### config.mk
export PLATFORM = sky130hd
export DESIGN_NAME = flp_div_arbiter
export DESIGN_NICKNAME = d
export VERILOG_FILES = /design/src/rtl/flp_div_pkg.sv /design/src/rtl/rr_arbiter.sv /design/src/rtl/flp_div_arbiter.sv
export SDC_FILE = /design/constraint.sdc
export NUM_CORES = 1
export LEC_CHECK = 0
export BUFFER_PORTS_ARGS = -buffer_cell sky130_fd_sc_hd__buf_2
export CAP_MARGIN = 40
export CORE_AREA = 2 2 159 161
export DETAILED_ROUTE_END_ITERATION = 16
export DIE_AREA = 0 0 161 163
export GPL_ROUTABILITY_DRIVEN = 0
export GPL_TIMING_DRIVEN = 0
export SYNTH_ARGS = -nofsm -noshare
export SYNTH_HDL_FRONTEND = slang
export SYNTH_SLANG_ARGS = --single-unit
### constraint.sdc
create_clock -name clk -period 7.3 [get_ports clk]
set_input_delay 1.095 -clock clk [delete_from_list [all_inputs] [get_ports clk]]
set_output_delay 1.095 -clock clk [all_outputs]
set_load 0.1 [all_outputs]
### src/rtl/flp_div_pkg.sv
// Shared types and constants for the floating-point divider arbitration controller.
package flp_div_pkg;

    localparam int unsigned FP_W = 32;
    localparam logic [FP_W-1:0] FP_QNAN = 32'h7FC0_0000;

    typedef enum logic [1:0] {
        IDLE,
        LOAD,
        RUN,
        RESP
    } state_e;

    // Index width for n items, never narrower than one bit.
    function automatic int unsigned ptr_w(input int unsigned n);
        if (n <= 1) begin
            return 1;
        end
        return int'($clog2(n));
    endfunction

endpackage

### src/rtl/rr_arbiter.sv
// Combinational round-robin arbiter: first request at or after ptr_i, wrapping modulo NREQ.
module rr_arbiter
    import flp_div_pkg::*;
#(
    parameter int unsigned NREQ = 4
) (
    input  logic [NREQ-1:0]           req_i,
    input  logic [ptr_w(NREQ)-1:0]    ptr_i,
    output logic [NREQ-1:0]           gnt_o,
    output logic [ptr_w(NREQ)-1:0]    gnt_idx_o
);

    localparam int unsigned PW = ptr_w(NREQ);
    localparam int unsigned EW = PW + 1;

    logic [EW-1:0] idx;
    logic          found;

    always_comb begin
        gnt_o     = '0;
        gnt_idx_o = '0;
        found     = 1'b0;
        idx       = '0;
        for (int unsigned i = 0; i < NREQ; i++) begin
            idx = EW'(ptr_i) + EW'(i);
            if (idx >= EW'(NREQ)) begin
                idx = idx - EW'(NREQ);
            end
            if (!found && req_i[idx[PW-1:0]]) begin
                found                = 1'b1;
                gnt_o[idx[PW-1:0]]   = 1'b1;
                gnt_idx_o            = idx[PW-1:0];
            end
        end
    end

endmodule

### src/rtl/flp_div_arbiter.sv
// Shares one sequential FP divider among NREQ requesters: round-robin grant,
// load/run sequencing, watchdog abort, and valid/ready result return.
module flp_div_arbiter
    import flp_div_pkg::*;
#(
    parameter int unsigned NREQ    = 4,
    parameter int unsigned MAX_CYC = 64
) (
    input  logic                   clk,
    input  logic                   rst,
    input  logic [NREQ-1:0]        req_valid,
    input  logic [FP_W*NREQ-1:0]   req_a,
    input  logic [FP_W*NREQ-1:0]   req_b,
    output logic [NREQ-1:0]        req_ready,
    output logic [NREQ-1:0]        resp_valid,
    output logic [FP_W-1:0]        resp_q,
    output logic                   resp_err,
    input  logic [NREQ-1:0]        resp_ready,
    output logic                   div_rst,
    output logic [FP_W-1:0]        div_a,
    output logic [FP_W-1:0]        div_b,
    input  logic [FP_W-1:0]        div_q,
    input  logic                   div_done
);

    localparam int unsigned PW = ptr_w(NREQ);
    localparam int unsigned CW = ptr_w(MAX_CYC);

    state_e            state_q, state_d;
    logic [PW-1:0]     rr_ptr_q, rr_ptr_d;
    logic [PW-1:0]     gidx_q, gidx_d;
    logic [NREQ-1:0]   goh_q, goh_d;
    logic [CW-1:0]     cnt_q, cnt_d;
    logic [FP_W-1:0]   div_a_q, div_a_d;
    logic [FP_W-1:0]   div_b_q, div_b_d;
    logic [FP_W-1:0]   quot_q, quot_d;
    logic              err_q, err_d;
    logic [NREQ-1:0]   resp_vld_q, resp_vld_d;
    logic              div_rst_q, div_rst_d;

    logic [NREQ-1:0]   gnt_oh;
    logic [PW-1:0]     gnt_idx;
    logic [FP_W-1:0]   sel_a, sel_b;
    logic [PW-1:0]     ptr_next;

    rr_arbiter #(
        .NREQ(NREQ)
    ) u_arb (
        .req_i     (req_valid),
        .ptr_i     (rr_ptr_q),
        .gnt_o     (gnt_oh),
        .gnt_idx_o (gnt_idx)
    );

    // Operand mux for the current arbitration winner.
    always_comb begin
        sel_a = '0;
        sel_b = '0;
        for (int unsigned i = 0; i < NREQ; i++) begin
            if (gnt_oh[i]) begin
                sel_a = req_a[i*FP_W +: FP_W];
                sel_b = req_b[i*FP_W +: FP_W];
            end
        end
    end

    assign ptr_next = (gidx_q == PW'(NREQ - 1)) ? '0 : gidx_q + PW'(1);

    always_comb begin
        state_d    = state_q;
        rr_ptr_d   = rr_ptr_q;
        gidx_d     = gidx_q;
        goh_d      = goh_q;
        cnt_d      = cnt_q;
        div_a_d    = div_a_q;
        div_b_d    = div_b_q;
        quot_d     = quot_q;
        err_d      = err_q;
        resp_vld_d = '0;
        div_rst_d  = 1'b1;
        case (state_q)
            IDLE: begin
                if (|req_valid) begin
                    gidx_d  = gnt_idx;
                    goh_d   = gnt_oh;
                    div_a_d = sel_a;
                    div_b_d = sel_b;
                    state_d = LOAD;
                end
            end
            LOAD: begin
                cnt_d   = '0;
                state_d = RUN;
            end
            RUN: begin
                cnt_d = cnt_q + CW'(1);
                // A done seen in the first RUN cycle may be left over from the previous op.
                if ((cnt_q != '0) && div_done) begin
                    quot_d  = div_q;
                    err_d   = 1'b0;
                    state_d = RESP;
                end else if (cnt_q == CW'(MAX_CYC - 1)) begin
                    quot_d  = FP_QNAN;
                    err_d   = 1'b1;
                    state_d = RESP;
                end
            end
            RESP: begin
                if (|(resp_ready & goh_q)) begin
                    rr_ptr_d = ptr_next;
                    state_d  = IDLE;
                end
            end
            default: state_d = IDLE;
        endcase
        div_rst_d  = (state_d != RUN);
        resp_vld_d = (state_d == RESP) ? goh_d : '0;
    end

    always_ff @(posedge clk) begin
        if (!rst) begin
            state_q    <= IDLE;
            rr_ptr_q   <= '0;
            gidx_q     <= '0;
            goh_q      <= '0;
            cnt_q      <= '0;
            div_a_q    <= '0;
            div_b_q    <= '0;
            quot_q     <= '0;
            err_q      <= 1'b0;
            resp_vld_q <= '0;
            div_rst_q  <= 1'b1;
        end else begin
            state_q    <= state_d;
            rr_ptr_q   <= rr_ptr_d;
            gidx_q     <= gidx_d;
            goh_q      <= goh_d;
            cnt_q      <= cnt_d;
            div_a_q    <= div_a_d;
            div_b_q    <= div_b_d;
            quot_q     <= quot_d;
            err_q      <= err_d;
            resp_vld_q <= resp_vld_d;
            div_rst_q  <= div_rst_d;
        end
    end

    // Operand accept is combinational so the requester sees it in the grant cycle.
    assign req_ready  = ((state_q == IDLE) && rst) ? gnt_oh : '0;
    assign resp_valid = resp_vld_q;
    assign resp_q     = quot_q;
    assign resp_err   = err_q;
    assign div_rst    = div_rst_q;
    assign div_a      = div_a_q;
    assign div_b      = div_b_q;

endmodule

==> impl_table.tex, run 1 <==
\begin{tabular}{lr}
\hline
Metric & Value \\
\hline
\multicolumn{2}{l}{\textbf{Clock network}} \\
Number of setup buffers added after CTS & 0 \\
Number of CTS-inserted buffers & 17 \\
Number of buffers inserted for hold repair after clock tree synthesis & 0 \\
Buffer levels on the longest clock path & 2 \\
Number of H-tree branching levels & 4 \\
Post-CTS clock slew at the launch and capture registers of the worst setup and hold paths & $\sim$0.060 ns \\
Clock insertion delay at the later pin of the skew report & $\sim$0.42 ns \\
Clock Sink Count & 118 \\
Clock tree root buffer cell & clkbuf\_16 \\
TritonCTS clock tree & built \\
Post-cts sizing count & 0 \\
\multicolumn{2}{l}{\textbf{Yosys}} \\
\#FFs+latches synth & roughly 120 \\
Count of distinct cell types in the synthesized netlist & 45 \\
Async set or reset register ratio after synthesis & 0\% \\
Number of warnings issued by yosys & 0 \\
Synth Cell Area & roughly 7000 um\^{}2 \\
Dominant register cell in the synthesized netlist & dfxtp\_1 \\
Instance count of the mapped netlist & a little over 900 \\
Number of synthesized flops with an enable pin & 0 \\
Post-Synthesis Mean Instance Area & $\sim$8 um\^{}2 \\
Sequential element share of the synthesized area & roughly 33\% \\
Net count after synthesis & approximately 1200 \\
\multicolumn{2}{l}{\textbf{Place}} \\
Setup WS pre-CTS & approximately 2.2 ns \\
Cell count after placement & approximately 1700 \\
Half-perimeter wire length of the detailed placement result & between 20 and 30 mm \\
Count of input and output buffers & 402 \\
\multicolumn{2}{l}{\textbf{Worst setup path}} \\
Combined buffer and inverter count along the critical path & 6 \\
Data arrival time at the worst-slack endpoint & between 4 and 5 ns \\
Worst Path Class, Setup & reg -> out \\
Critical-path top delay cell & buf\_2 \\
Sequence of cells on the critical path & buf\_2 > inv\_1 > ha\_1 > clkbuf\_1 > mux2i\_1 > nand4\_1 > and3\_1 > a2bb2oi\_1 > buf\_2 > buf\_2 > and3\_1 > buf\_2 \\
Category of the worst setup path launch point & register \\
Critical Path End Type & output port \\
Cell family contributing the most delay on the critical path & buffers and inverters \\
Largest fanout on the critical path & 10 \\
Most frequent cell on the critical path & buf\_2 \\
Number of cells traversed by the worst register-to-register path & 11 \\
Logic depth of the worst path, buffers included & 12 \\
Required time worst endpoint & 6.20 ns \\
Delay contributed by the slowest stage of the critical path & between 0.4 and 0.5 ns \\
\multicolumn{2}{l}{\textbf{Global routing}} \\
Number of antenna violations at the first check in global routing & 13 \\
Global-route congestion overflow total & 0 \\
Wire length of the first global-routing pass & 49.2 mm \\
Number of global-route vias before repair & roughly 8600 \\
Pin count of the biggest net entering global routing & 17 \\
Gr usage total & about a quarter \\
\multicolumn{2}{l}{\textbf{Routing}} \\
Count of antenna-violating nets left after detailed routing & 0 \\
Final wirelength & about 33 mm \\
Via count & 8884 \\
Initial DRC Count & $\sim$700 \\
Post-route DRC & 0 \\
Avg WL per Cell & 19.6 um \\
Via-to-Cell Ratio & $\sim$5.2 \\
Number of detailed-routing iterations run before antenna repair & 7 \\
\multicolumn{2}{l}{\textbf{Pwr}} \\
Overall power consumption & between 0.003 and 0.004 W \\
Comb pwr share & between 40 and 50\% \\
Power dissipated by switching net loads & roughly 0.0016 W \\
Part of the power in registers & around 26\% \\
Power density relative to cell area & roughly 310 nW/um\^{}2 \\
Switching share of power & slightly below 50\% \\
Total internal power & around 0.0016 W \\
Static leakage power & around 5 nW \\
Peak supply drop & between 100 and 150 uV \\
Clock power share & between 20\% and 30\% \\
\multicolumn{2}{l}{\textbf{Die}} \\
Starting Density & 29.2\% \\
Die outline height & 163 um \\
Die Footprint & 26200 um\^{}2 \\
Core box area & approximately 25000 um\^{}2 \\
Die width & 161 um \\
Top-level I/O count & between 400 and 500 \\
Site Rows & 58 \\
\multicolumn{2}{l}{\textbf{Timing}} \\
Hold Violations, Final & 0 \\
Fin Hold WS & $\sim$0.48 ns \\
Final worst-path cycle share & $\sim$74\% \\
Number of setup violations in the final report & 0 \\
Unrepaired setup endpoints after global routing & false \\
Number of max-slew violations in the final report & 0 \\
Min Tclk post-route & roughly 5.4 ns \\
Accumulated negative setup slack & 0 ns \\
Relative slew slack & 48.8\% \\
Top achievable clock speed & 0.185 GHz \\
Maximum clock skew at final layout & between 0.01 and 0.015 ns \\
Slew at the pin closest to its max-slew limit & about 0.77 ns \\
Final worst slack & 1.89 ns \\
\multicolumn{2}{l}{\textbf{Layout}} \\
Fin nets & around 1700 \\
Fill cell total of the finished layout & 2626 \\
Filler-free cell count of the finished design & 1701 \\
Layout cells sized above 1 & 33.7\% \\
Area growth, synth to finish & 42.7\% \\
\multicolumn{2}{l}{\textbf{Flow run}} \\
Max\_cap viols & 0 \\
\multicolumn{2}{l}{\textbf{Worst hold path}} \\
Hold Crit Depth & 2 \\
Hold/Removal Path Class & reg -> reg \\
\multicolumn{2}{l}{\textbf{Run status}} \\
Result of the run & completed \\
\hline
\end{tabular}
## flip-flops by register name, summed over array words and instances, names as in the netlist
register    flops
gidx_q          2
resp_err        1
rr_ptr_q        2
div_a          32
state_q         2
resp_valid      4
cnt_q           6
div_rst         1
resp_q         32
goh_q           4
div_b          32
## worst paths after layout
kind	start	endpoint	slack, ns
min reg2reg	resp_q[8]$_SDFFE_PN0P_	resp_q[8]$_SDFFE_PN0P_	0.48
max	rr_ptr_q[1]$_SDFFE_PN0P_	req_ready[2]	1.89
max reg2reg	rr_ptr_q[1]$_SDFFE_PN0P_	div_a[29]$_SDFFE_PN0P_	3.39
min	resp_q[8]$_SDFFE_PN0P_	resp_q[8]$_SDFFE_PN0P_	0.48
## final cells by class
type                       count  area (um^2)  area share (%)
antenna                       13         32.5           0.316
multi-input combinational    568         3900            38.0
timing repair buffer         402         2010            19.6
sequential                   118         2360            23.0
tap                          330          413            4.02
clock buffer                  17          425            4.14
inverter                     140          526            5.11
clock inverter                15          191            1.86
buffer                        98          413            4.02
## cell families after synthesis
group	synth area share (%)
and+or+nand+nor	10.5
muxes	2.52
AOI/OAI and AO/OA	38.2
DFF	32.8
xor gates and xnor gates	0.365
adders and majority gates	2.61
buffers and inverters	13.0
## layout by cell type, fill, tap and decap left out, types with 4 or more instances in the layout
cell type,count
a211o_1,65
buf_1,5
nor3_1,10
diode_2,13
inv_6,6
nand2_1,46
dfxtp_1,118
a22oi_1,67
clkbuf_1,79
o21ai_0,14
nand4_1,9
a31oi_1,68
a21oi_1,5
ha_1,15
and3_1,4
nand3_1,31
o21ai_1,60
buf_2,411
nor2_1,22
a21boi_0,27
inv_1,139
nor3b_1,9
clkbuf_16,17
and2_1,6
buf_6,4
mux2i_1,8
nor2b_1,10
a311oi_1,64
## cells in the mapped netlist (6+ instances only)
library cell | count | share of area, %
nor2b_1 | 10 | 0.87
ha_1 | 15 | 2.6
a21boi_0 | 27 | 2.8
nor3b_1 | 9 | 0.94
dfxtp_1 | 118 | 33
o21ai_0 | 14 | 0.97
a31oi_1 | 68 | 5.9
nand3_1 | 31 | 2.2
and2_1 | 6 | 0.52
buf_2 | 9 | 0.63
nand2_1 | 46 | 2.4
mux2i_1 | 8 | 1.1
nor2_1 | 22 | 1.1
a311oi_1 | 64 | 7.8
inv_1 | 139 | 7.2
clkbuf_1 | 79 | 4.1
o21ai_1 | 60 | 4.2
a22oi_1 | 67 | 7.0
nand4_1 | 9 | 0.78
a211o_1 | 65 | 7.9
nor3_1 | 10 | 0.69
## routing by layer
metal	track usage, %	up-vias	wire length, um
li1	-	4258	-
met1	28.4	4137	13200
met2	41.2	434	16100
met3	7.72	53	3190
met4	10.4	2	918
met5	0	-	11
## power by group through the flow
stage / Sequential [W] / Clock (W) / Combinational, W
after floorplan: 0.00154 / 0 / 0.000429
after global placement: 0.000829 / 0 / 0.00148
after detailed placement: 0.000831 / 0 / 0.00148
after CTS: 0.000818 / 0.000919 / 0.00149
after global routing: 0.000832 / 0.000952 / 0.00157
final: 0.000819 / 0.000906 / 0.00149
## stage by stage
stage / cell area (um^2) / utilization [%]
floorplan: 7200 / -
global placement: 9630 / 39.0
detailed placement: 9630 / 39.0
CTS: 10200 / 41.5
global route: 10300 / 41.6
finish: 10300 / 41.7
## tightest hold or removal path: cells and delay by family (launching register included)
family	cells	cell delay [ns]
flops	1	0.31
compound gates	1	0.07
simple gates	1	0.06
Power figures use the tool's default switching activity.
==> inputs of run 2 (changes only) <==
--- a/config.mk
+++ b/config.mk
@@ -5,11 +5,12 @@
 export SDC_FILE = /design/constraint.sdc
 export NUM_CORES = 1
 export LEC_CHECK = 0
+export ABC_AREA = 1
 export BUFFER_PORTS_ARGS = -buffer_cell sky130_fd_sc_hd__buf_2
 export CAP_MARGIN = 40
-export CORE_AREA = 2 2 159 161
+export CORE_AREA = 2 2 157 159
 export DETAILED_ROUTE_END_ITERATION = 16
-export DIE_AREA = 0 0 161 163
+export DIE_AREA = 0 0 159 161
 export GPL_ROUTABILITY_DRIVEN = 0
 export GPL_TIMING_DRIVEN = 0
 export SYNTH_ARGS = -nofsm -noshare
==> constraint.sdc (replaced) <==
create_clock -name clk -period 5.2 [get_ports clk]
set_input_delay 0.78 -clock clk [delete_from_list [all_inputs] [get_ports clk]]
set_output_delay 0.78 -clock clk [all_outputs]
set_load 0.1 [all_outputs]
==> run 2 against run 1 <==
Compared with the run above:
- synthesized area up 9.4%
- via count is 6.5% higher
- sequential share of layout area shrank 1.4 points
- clock skew rose by 0.0047 ns
- sequential power rose by 39%
- global-route usage fell by 0.52 points
- non-clock buffer count decreased by 16
- core utilization up 4.0 points
- hold slack worse by 0.019 ns
- critical path type unchanged
- largest cell class unchanged
==> impl_table.tex, run 2 <==
\begin{tabular}{lr}
\hline
Metric & Value \\
\hline
\multicolumn{2}{l}{\textbf{Worst setup path}} \\
End of the worst register-to-register path & div\_b[8]\$\_SDFFE\_PN0P\_ \\
Worst Path Class, Setup & reg -> out \\
Number of cells traversed by the worst register-to-register path & 13 (+2) \\
Startpoint of the most critical register-to-register path & rr\_ptr\_q[1]\$\_SDFFE\_PN0P\_ \\
Critical Path End Type & output port \\
Reg-to-reg slack, setup & 2.20 ns (-1.19 ns) \\
Data arrival time at the worst-slack endpoint & 3.43 ns (-0.88 ns) \\
Category of the worst setup path launch point & register \\
Largest fanout on the critical path & 10 (unchanged) \\
Required time worst endpoint & 4.42 ns (-1.78 ns) \\
\multicolumn{2}{l}{\textbf{Yosys}} \\
Commonest cells post-synth & nand2\_1, inv\_1, nand3\_1 \\
Share of the synthesized area in the top cell type & 30.0\% (-2.8 points) \\
Async set or reset register ratio after synthesis & 0\% (unchanged) \\
Adder-cell share of the synthesized area & 2.38\% (-0.22 points) \\
Net count after synthesis & 1612 (+30\%) \\
Top area cells in the synthesized netlist & dfxtp\_1, nand2\_1, inv\_1, nand3\_1, a21oi\_1 \\
Area fraction in and, or, nand and nor cells after synthesis & 36.1\% (+26 points) \\
Post-Synthesis Mean Instance Area & 6.07 um\^{}2 (-22\%) \\
Post-synthesis xor/xnor area fraction & 0.111\% (-0.25 points) \\
\#FFs+latches synth & 118 (unchanged) \\
Synth Cell Area & 7880 um\^{}2 (+9.4\%) \\
Sequential element share of the synthesized area & 30.0\% (-2.8 points) \\
Largest family of logic cells by synthesized area & simple AND/OR/NAND/NOR gates \\
Instance count of the mapped netlist & 1298 (+40\%) \\
Dominant register cell in the synthesized netlist & dfxtp\_1 \\
Cell type with the largest total area after synthesis & dfxtp\_1 \\
Share of cell area taken by muxes after synthesis & 0.254\% (-2.3 points) \\
Count leader, synth & nand2\_1 \\
Number of synthesized flops with an enable pin & 0 (unchanged) \\
Count of distinct cell types in the synthesized netlist & 40 (-11\%) \\
Number of warnings issued by yosys & 0 (unchanged) \\
Complex-gate fraction of the synthesized area & 14.7\% (-24 points) \\
\multicolumn{2}{l}{\textbf{Layout}} \\
Filler-free cell count of the finished design & 2061 (+21\%) \\
Commonest cells after routing, fill and taps aside & buf\_2, nand2\_1, inv\_1 \\
Leading cell type in the layout, fill and taps excluded & buf\_2 \\
Fill cell total of the finished layout & 2607 (-0.72\%) \\
Layout cells sized above 1 & 32.8\% (-0.90 points) \\
Fin nets & 2035 (+23\%) \\
Area growth, synth to finish & 38.8\% \\
\multicolumn{2}{l}{\textbf{Pwr}} \\
Overall power consumption & 0.00496 W (+54\%) \\
Part of the power in registers & 22.9\% (-2.6 points) \\
Power dissipated by switching net loads & 0.00253 W (+60\%) \\
Comb pwr share & 51.6\% (+5.3 points) \\
Peak supply drop & 206 uV (+42\%) \\
Power density relative to cell area & 453 nW/um\^{}2 (+45\%) \\
Static leakage power & 6.30 nW (+27\%) \\
Total internal power & 0.00243 W (+48\%) \\
Clock power share & 25.5\% (-2.7 points) \\
Switching share of power & 51.0\% (+1.9 points) \\
\multicolumn{2}{l}{\textbf{Clock network}} \\
TritonCTS clock tree & built \\
Number of H-tree branching levels & 4 (unchanged) \\
Clock insertion delay at the later pin of the skew report & 0.43 ns (about the same) \\
Number of setup buffers added after CTS & 0 (unchanged) \\
Post-CTS clock slew at the launch and capture registers of the worst setup and hold paths & 0.06 ns (about the same) \\
Buffer levels on the longest clock path & 2 (unchanged) \\
Clock tree root buffer cell & clkbuf\_16 \\
Number of buffers inserted for hold repair after clock tree synthesis & 0 (unchanged) \\
Post-cts sizing count & 0 (unchanged) \\
Clock Sink Count & 118 (unchanged) \\
Number of CTS-inserted buffers & 17 (unchanged) \\
\multicolumn{2}{l}{\textbf{Timing}} \\
Maximum clock skew at final layout & 0.0158 ns (+0.00472 ns) \\
Slew at the pin closest to its max-slew limit & 0.766 ns (-0.00180 ns) \\
Number of max-slew violations in the final report & 0 (unchanged) \\
Number of setup violations in the final report & 0 (unchanged) \\
Final worst-path cycle share & 81.0\% \\
Fin Hold WS & 0.458 ns (-0.0189 ns) \\
Accumulated negative setup slack & 0 ns (unchanged) \\
Hold Violations, Final & 0 (unchanged) \\
Top achievable clock speed & 0.237 GHz \\
Min Tclk post-route & 4.21 ns \\
Unrepaired setup endpoints after global routing & false \\
Relative slew slack & 48.9\% (+0.12 points) \\
\multicolumn{2}{l}{\textbf{Worst hold path}} \\
Min-Delay Startpoint & resp\_q[16]\$\_SDFFE\_PN0P\_ \\
Hold Crit Depth & 2 (unchanged) \\
End point of the worst hold path & resp\_q[16]\$\_SDFFE\_PN0P\_ \\
Hold/Removal Path Class & reg -> reg \\
\multicolumn{2}{l}{\textbf{Routing}} \\
Via-to-Cell Ratio & 4.59 (-12\%) \\
Count of antenna-violating nets left after detailed routing & 0 (unchanged) \\
Met1 WL & 13.3 mm (+0.61\%) \\
Number of detailed-routing iterations run before antenna repair & 5 (-2) \\
Top routing layer used & met4 \\
Post-route DRC & 0 (unchanged) \\
WL met2 & 14.8 mm (-7.9\%) \\
Final wirelength & 31.5 mm (-5.7\%) \\
Via count & 9464 (+6.5\%) \\
Amount of wire on met3 after detailed routing & 2.33 mm (-27\%) \\
Avg WL per Cell & 15.3 um (-22\%) \\
Initial DRC Count & 501 (-27\%) \\
\multicolumn{2}{l}{\textbf{Global routing}} \\
Wire length of the first global-routing pass & 47.5 mm (-3.4\%) \\
Number of global-route vias before repair & 8797 (+1.9\%) \\
Global-route congestion overflow total & 0 (unchanged) \\
Pin count of the biggest net entering global routing & 17 (unchanged) \\
Gr usage total & 23.8\% (-0.52 points) \\
Number of antenna violations at the first check in global routing & 4 (-9) \\
\multicolumn{2}{l}{\textbf{Place}} \\
Half-perimeter wire length of the detailed placement result & 25.3 mm (-1.3\%) \\
Count of input and output buffers & 404 (+0.50\%) \\
Cell count after placement & 2026 (+22\%) \\
\multicolumn{2}{l}{\textbf{Die}} \\
Site Rows & 57 (-1.7\%) \\
Die outline height & 161 um (-1.2\%) \\
Starting Density & 32.9\% (+3.7 points) \\
Top-level I/O count & 405 (unchanged) \\
Die width & 159 um (-1.2\%) \\
Core box area & 24000 um\^{}2 (-2.9\%) \\
Die Footprint & 25600 um\^{}2 (-2.5\%) \\
\multicolumn{2}{l}{\textbf{Run status}} \\
Result of the run & completed \\
\multicolumn{2}{l}{\textbf{Flow run}} \\
Max\_cap viols & 0 (unchanged) \\
\hline
\end{tabular}
run 2: changes by cell type in the layout (fill, tap and decap cells not counted), sizes merged, moves of 65 or more:
cell and delta:
a211o -65, o21ai -65, nand2 +375, inv +82, a31oi -68, nand3 +121, a21oi +158, a22oi -67
run 2: final cells by class:
| class | count | area, um^2 | share of cell area (%) |
|---|---|---|---|
| inverter | 227 | 857 | 7.83 |
| buffer | 80 | 445 | 4.07 |
| antenna | 3 | 7.51 | 0.0686 |
| multi-input combinational | 873 | 4220 | 38.5 |
| clock buffer | 20 | 457 | 4.17 |
| timing repair buffer | 404 | 2020 | 18.5 |
| tap | 324 | 405 | 3.70 |
| clock inverter | 12 | 168 | 1.53 |
| sequential | 118 | 2360 | 21.6 |
run 2: per-stage QoR:
stage               instance area [um^2]  setup WS, ns  util, %
global route                       10900         0.758     45.7
floorplan                           7880          1.85        -
global placement                   10300          1.44     43.0
finish                             10900         0.986     45.7
detailed placement                 10300          1.49     43.0
CTS                                10900          1.02     45.6
run 2: per-layer routing:
metal  vias to the layer above  GRT usage [%]
li1                       4866              -
met1                      4149           28.7
met2                       385           40.3
met3                        64           6.19
met4                         0           10.0
met5                         -              0
run 2: worst max path at each step:
| stage | slack (ns) | start | depth (start not counted) | end |
|---|---|---|---|---|
| 3_3_place_gp | 1.44 | rr_ptr_q[1]$_SDFFE_PN0P_ | 13 | req_ready[1] |
| 6_report | 0.99 | rr_ptr_q[1]$_SDFFE_PN0P_ | 13 | req_ready[1] |
| 3_5_place_dp | 1.49 | rr_ptr_q[1]$_SDFFE_PN0P_ | 13 | req_ready[1] |
| 5_1_grt | 0.76 | rr_ptr_q[1]$_SDFFE_PN0P_ | 13 | req_ready[1] |
| 2_1_floorplan | 1.85 | rr_ptr_q[1]$_SDFFE_PN0P_ | 14 | req_ready[3] |
| 4_1_cts | 1.02 | rr_ptr_q[1]$_SDFFE_PN0P_ | 13 | req_ready[1] |
run 2: logic make-up (layout without fill, tap and decap cells):
family	count (synthesis)	count (layout)
adders and majority gates	15	15
DFF	118	118
buffers and inverters	307	743
and+or+nand+nor	664	664
AOI/OAI and AO/OA	191	191
other	0	3
xor gates and xnor gates	1	1
muxes	2	2
run 2: worst max-delay path: stages (launching register included):
cell and delay (ns):
dfxtp_1 0.52, inv_1 0.25, ha_1 0.43, inv_1 0.12, nand3_1 0.09, nand2_1 0.12
nor2_4 0.22, a21oi_2 0.08, nand3_2 0.12, buf_4 0.23, buf_2 0.27, nand2_1 0.08
inv_1 0.05, buf_2 0.41
run 2: power by group through the flow:
stage               clock network [W]  logic [W]  registers, W
floorplan                           0    0.00103       0.00204
global placement                    0    0.00256       0.00115
detailed placement                  0    0.00257       0.00115
CTS                           0.00129    0.00257       0.00114
global route                  0.00133    0.00276       0.00115
finish                        0.00126    0.00256       0.00114
==> inputs of run 3 (changes only) <==
--- a/config.mk
+++ b/config.mk
@@ -5,7 +5,7 @@
 export SDC_FILE = /design/constraint.sdc
 export NUM_CORES = 1
 export LEC_CHECK = 0
-export ABC_AREA = 1
+export ABC_AREA = 0
 export BUFFER_PORTS_ARGS = -buffer_cell sky130_fd_sc_hd__buf_2
 export CAP_MARGIN = 40
 export CORE_AREA = 2 2 157 159
==> constraint.sdc (replaced) <==
create_clock -name clk -period 3.77 [get_ports clk]
set_input_delay 0.5655 -clock clk [delete_from_list [all_inputs] [get_ports clk]]
set_output_delay 0.5655 -clock clk [all_outputs]
set_load 0.1 [all_outputs]
==> run 3 against run 2 <==
Compared with the run above:
- total power up 26%
- combinational power up 13%
- clock skew down 0.0070 ns
- sequential power up 39%
- die area unchanged
- clock-buffer cell count down 3
- critical path depth down 3
- via count down 6.1%
- register-to-register slack worse by 2.0 ns
- hold slack worse by 0.083 ns
- flip-flop and latch count unchanged
- sequential share of layout area up 1.2 points
- critical path type unchanged
- largest cell class unchanged
==> impl_table.tex, run 3 (synthesis results as in run 1) <==
\begin{tabular}{lr}
\hline
Metric & Value \\
\hline
\multicolumn{2}{l}{\textbf{Worst setup path}} \\
Startpoint of the worst setup timing path & rr\_ptr\_q[1]\$\_SDFFE\_PN0P\_ \\
Critical Path End Type & output port \\
End of the worst register-to-register path & div\_a[30]\$\_SDFFE\_PN0P\_ \\
Most frequent cell on the critical path & buf\_4 \\
Worst Path Class, Setup & reg -> out \\
Crit path capture & req\_ready[2] \\
Cell family contributing the most delay on the critical path & buffers and inverters \\
Sequence of cells on the critical path & buf\_4 > inv\_1 > ha\_4 > mux4\_2 > buf\_4 > a31oi\_1 > a2bb2oi\_4 > buf\_8 > and3\_2 > buf\_6 \\
Number of cells traversed by the worst register-to-register path & 11 (-2) \\
Category of the worst setup path launch point & register \\
Largest fanout on the critical path & 19 (+9) \\
Reg-to-reg slack, setup & 0.25 ns (-1.95 ns) \\
Required time worst endpoint & 3.20 ns (-1.22 ns) \\
Critical-path top delay cell & dfxtp\_2 \\
Delay contributed by the slowest stage of the critical path & 0.37 ns (-0.15 ns) \\
Logic depth of the worst path, buffers included & 10 (-3) \\
Data arrival time at the worst-slack endpoint & 3.09 ns (-0.34 ns) \\
Combined buffer and inverter count along the critical path & 5 (-1) \\
Startpoint of the most critical register-to-register path & rr\_ptr\_q[1]\$\_SDFFE\_PN0P\_ \\
\multicolumn{2}{l}{\textbf{Flow run}} \\
Max\_cap viols & 0 (unchanged) \\
\multicolumn{2}{l}{\textbf{Clock network}} \\
Clock insertion delay at the later pin of the skew report & 0.43 ns (about the same) \\
Post-CTS clock slew at the launch and capture registers of the worst setup and hold paths & 0.07 ns (about the same) \\
Buffer levels on the longest clock path & 2 (unchanged) \\
Clock Sink Count & 118 (unchanged) \\
Number of CTS-inserted buffers & 17 (unchanged) \\
Number of H-tree branching levels & 4 (unchanged) \\
Clock tree root buffer cell & clkbuf\_16 \\
TritonCTS clock tree & built \\
\multicolumn{2}{l}{\textbf{Routing}} \\
Count of antenna-violating nets left after detailed routing & 0 (unchanged) \\
Via count & 8886 (-6.1\%) \\
Post-route DRC & 0 (unchanged) \\
Final wirelength & 33.2 mm (+5.5\%) \\
Initial DRC Count & 511 (+2.0\%) \\
Via-to-Cell Ratio & 5.25 (+14\%) \\
Avg WL per Cell & 19.6 um (+29\%) \\
Number of detailed-routing iterations run before antenna repair & 6 (+1) \\
\multicolumn{2}{l}{\textbf{Layout}} \\
Commonest cells after routing, fill and taps aside & buf\_2, inv\_1, dfxtp\_1 \\
Leading cell type in the layout, fill and taps excluded & buf\_2 \\
Filler-free cell count of the finished design & 1692 (-18\%) \\
Layout cells sized above 1 & 34.7\% (+1.9 points) \\
Fin nets & 1659 (-18\%) \\
Post-Route Utilization & 43.4\% (-2.3 points) \\
Area growth, synth to finish & 44.2\% \\
Cell area after layout & 10400 um\^{}2 (-5.0\%) \\
\multicolumn{2}{l}{\textbf{Place}} \\
Cell count after placement & 1650 (-19\%) \\
Post-place instance area & 9630 um\^{}2 (-6.6\%) \\
Half-perimeter wire length of the detailed placement result & 25.5 mm (+1.1\%) \\
Setup WS pre-CTS & -0.725 ns (-2.21 ns) \\
Count of input and output buffers & 402 (-0.50\%) \\
\multicolumn{2}{l}{\textbf{Run status}} \\
Result of the run & completed \\
\multicolumn{2}{l}{\textbf{Global routing}} \\
Gr usage total & 25.1\% (+1.2 points) \\
Global-route congestion overflow total & 0 (unchanged) \\
Number of antenna violations at the first check in global routing & 10 (+6) \\
Wire length of the first global-routing pass & 50.3 mm (+5.8\%) \\
Pin count of the biggest net entering global routing & 20 (+3) \\
Number of global-route vias before repair & 8959 (+1.8\%) \\
\multicolumn{2}{l}{\textbf{Timing}} \\
Unrepaired setup endpoints after global routing & false \\
Slew at the pin closest to its max-slew limit & 0.765 ns (-0.000931 ns) \\
Relative slew slack & 49.0\% (+0.062 points) \\
Min Tclk post-route & $\sim$3.7 ns \\
Number of max-slew violations in the final report & 0 (unchanged) \\
Hold Violations, Final & 0 (unchanged) \\
Final worst-path cycle share & between 90\% and 100\% \\
Final worst slack & 0.118 ns (-0.868 ns) \\
Maximum clock skew at final layout & 0.00872 ns (-0.00703 ns) \\
Number of setup violations in the final report & 0 (unchanged) \\
Top achievable clock speed & about 0.27 GHz \\
\multicolumn{2}{l}{\textbf{Die}} \\
Die outline height & 161 um (unchanged) \\
Core box area & 24000 um\^{}2 (unchanged) \\
Starting Density & 30.1\% (-2.8 points) \\
Die width & 159 um (unchanged) \\
Top-level I/O count & 405 (unchanged) \\
Die Footprint & 25600 um\^{}2 (unchanged) \\
Site Rows & 57 (unchanged) \\
\multicolumn{2}{l}{\textbf{Pwr}} \\
Power density relative to cell area & 601 nW/um\^{}2 (+33\%) \\
Peak supply drop & 255 uV (+23\%) \\
Static leakage power & 5.01 nW (-20\%) \\
\multicolumn{2}{l}{\textbf{Worst hold path}} \\
Hold/Removal Path Class & in -> reg \\
\hline
\end{tabular}
[run 3: changes by cell type in the layout (fill, tap and decap cells not counted), sizes merged, moves of 49 or more]
cell,change
nand2,-375
a21oi,-158
nand3,-121
inv,-82
a31oi,+68
a22oi,+67
a211o,+65
o21ai,+65
a311oi,+64
nor2,-63
clkbuf,+49
[run 3: metal layers]
| metal | up-vias | track usage, % | routed length, um |
|---|---|---|---|
| met5 | - | 0 | 13 |
| met4 | 2 | 10.5 | 1120 |
| met3 | 64 | 6.37 | 2520 |
| met2 | 401 | 44.4 | 16500 |
| met1 | 4166 | 28.8 | 13100 |
| li1 | 4253 | - | - |
[run 3: what timing repair did]
item                                    in CTS  in global routing
hold buffers                                 0                  0
setup buffers                                2                  1
endpoints found under the setup margin      16                  4
pin swaps                                    1                  0
resized for setup                           21                  9
[run 3: worst reg2reg max path: cells and delay by family, from the launching register on]
kind	cells	cell delay, ns
AND/OR/NAND/NOR	1	0.13
buffers and inverters	4	1.46
flip-flops	1	0.37
adder cells (fa/ha/maj)	1	0.29
multiplexers	1	0.22
AO/OA/AOI/OAI	4	0.93
[run 3: power breakdown]
group / internal (W) / leakage, nW / switching (W) / total [W]
clock network: 0.00106 / 0.305 / 0.000703 / 0.00176
registers: 0.00147 / 0.966 / 0.000120 / 0.00159
logic: 0.000660 / 3.74 / 0.00223 / 0.00289
total: 0.00319 / 5.01 / 0.00305 / 0.00624
[run 3: how the worst min path moves through the flow]
stage / start / endpoint / slack, ns / cells past startpoint
final: req_b[107] / div_b[11]$_SDFFE_PN0P_ / 0.37 / 3
after global routing: req_a[101] / div_a[5]$_SDFFE_PN0P_ / 0.38 / 3
after CTS: req_b[107] / div_b[11]$_SDFFE_PN0P_ / 0.36 / 3
after detailed placement: resp_q[21]$_SDFFE_PN0P_ / resp_q[21]$_SDFFE_PN0P_ / 0.46 / 2
after global placement: div_b[2]$_SDFFE_PN0P_ / div_b[2]$_SDFFE_PN0P_ / 0.46 / 2
after floorplan: gidx_q[0]$_SDFFE_PN0P_ / gidx_q[0]$_SDFFE_PN0P_ / 0.47 / 2
[run 3: stage by stage]
step / total power, W / TNS (ns) / hold WS (ns)
2_1_floorplan: 0.00381 / 0 / 0.470
3_3_place_gp: 0.00447 / -2.00 / 0.458
3_5_place_dp: 0.00448 / -3.04 / 0.465
4_1_cts: 0.00627 / 0 / 0.359
5_1_grt: 0.00649 / 0 / 0.377
6_report: 0.00624 / 0 / 0.375
[run 3: layout make-up]
| cell class | instances | area, um^2 |
|---|---|---|
| Fill cell | 2559 | 13600 |
| Multi-Input combinational cell | 568 | 3970 |
| Sequential cell | 118 | 2360 |
| Timing Repair Buffer | 405 | 2060 |
| Inverter | 140 | 526 |
| Clock buffer | 17 | 425 |
| Buffer | 95 | 422 |
| Tap cell | 324 | 405 |
| Clock inverter | 15 | 190 |
| Antenna cell | 10 | 25.0 |
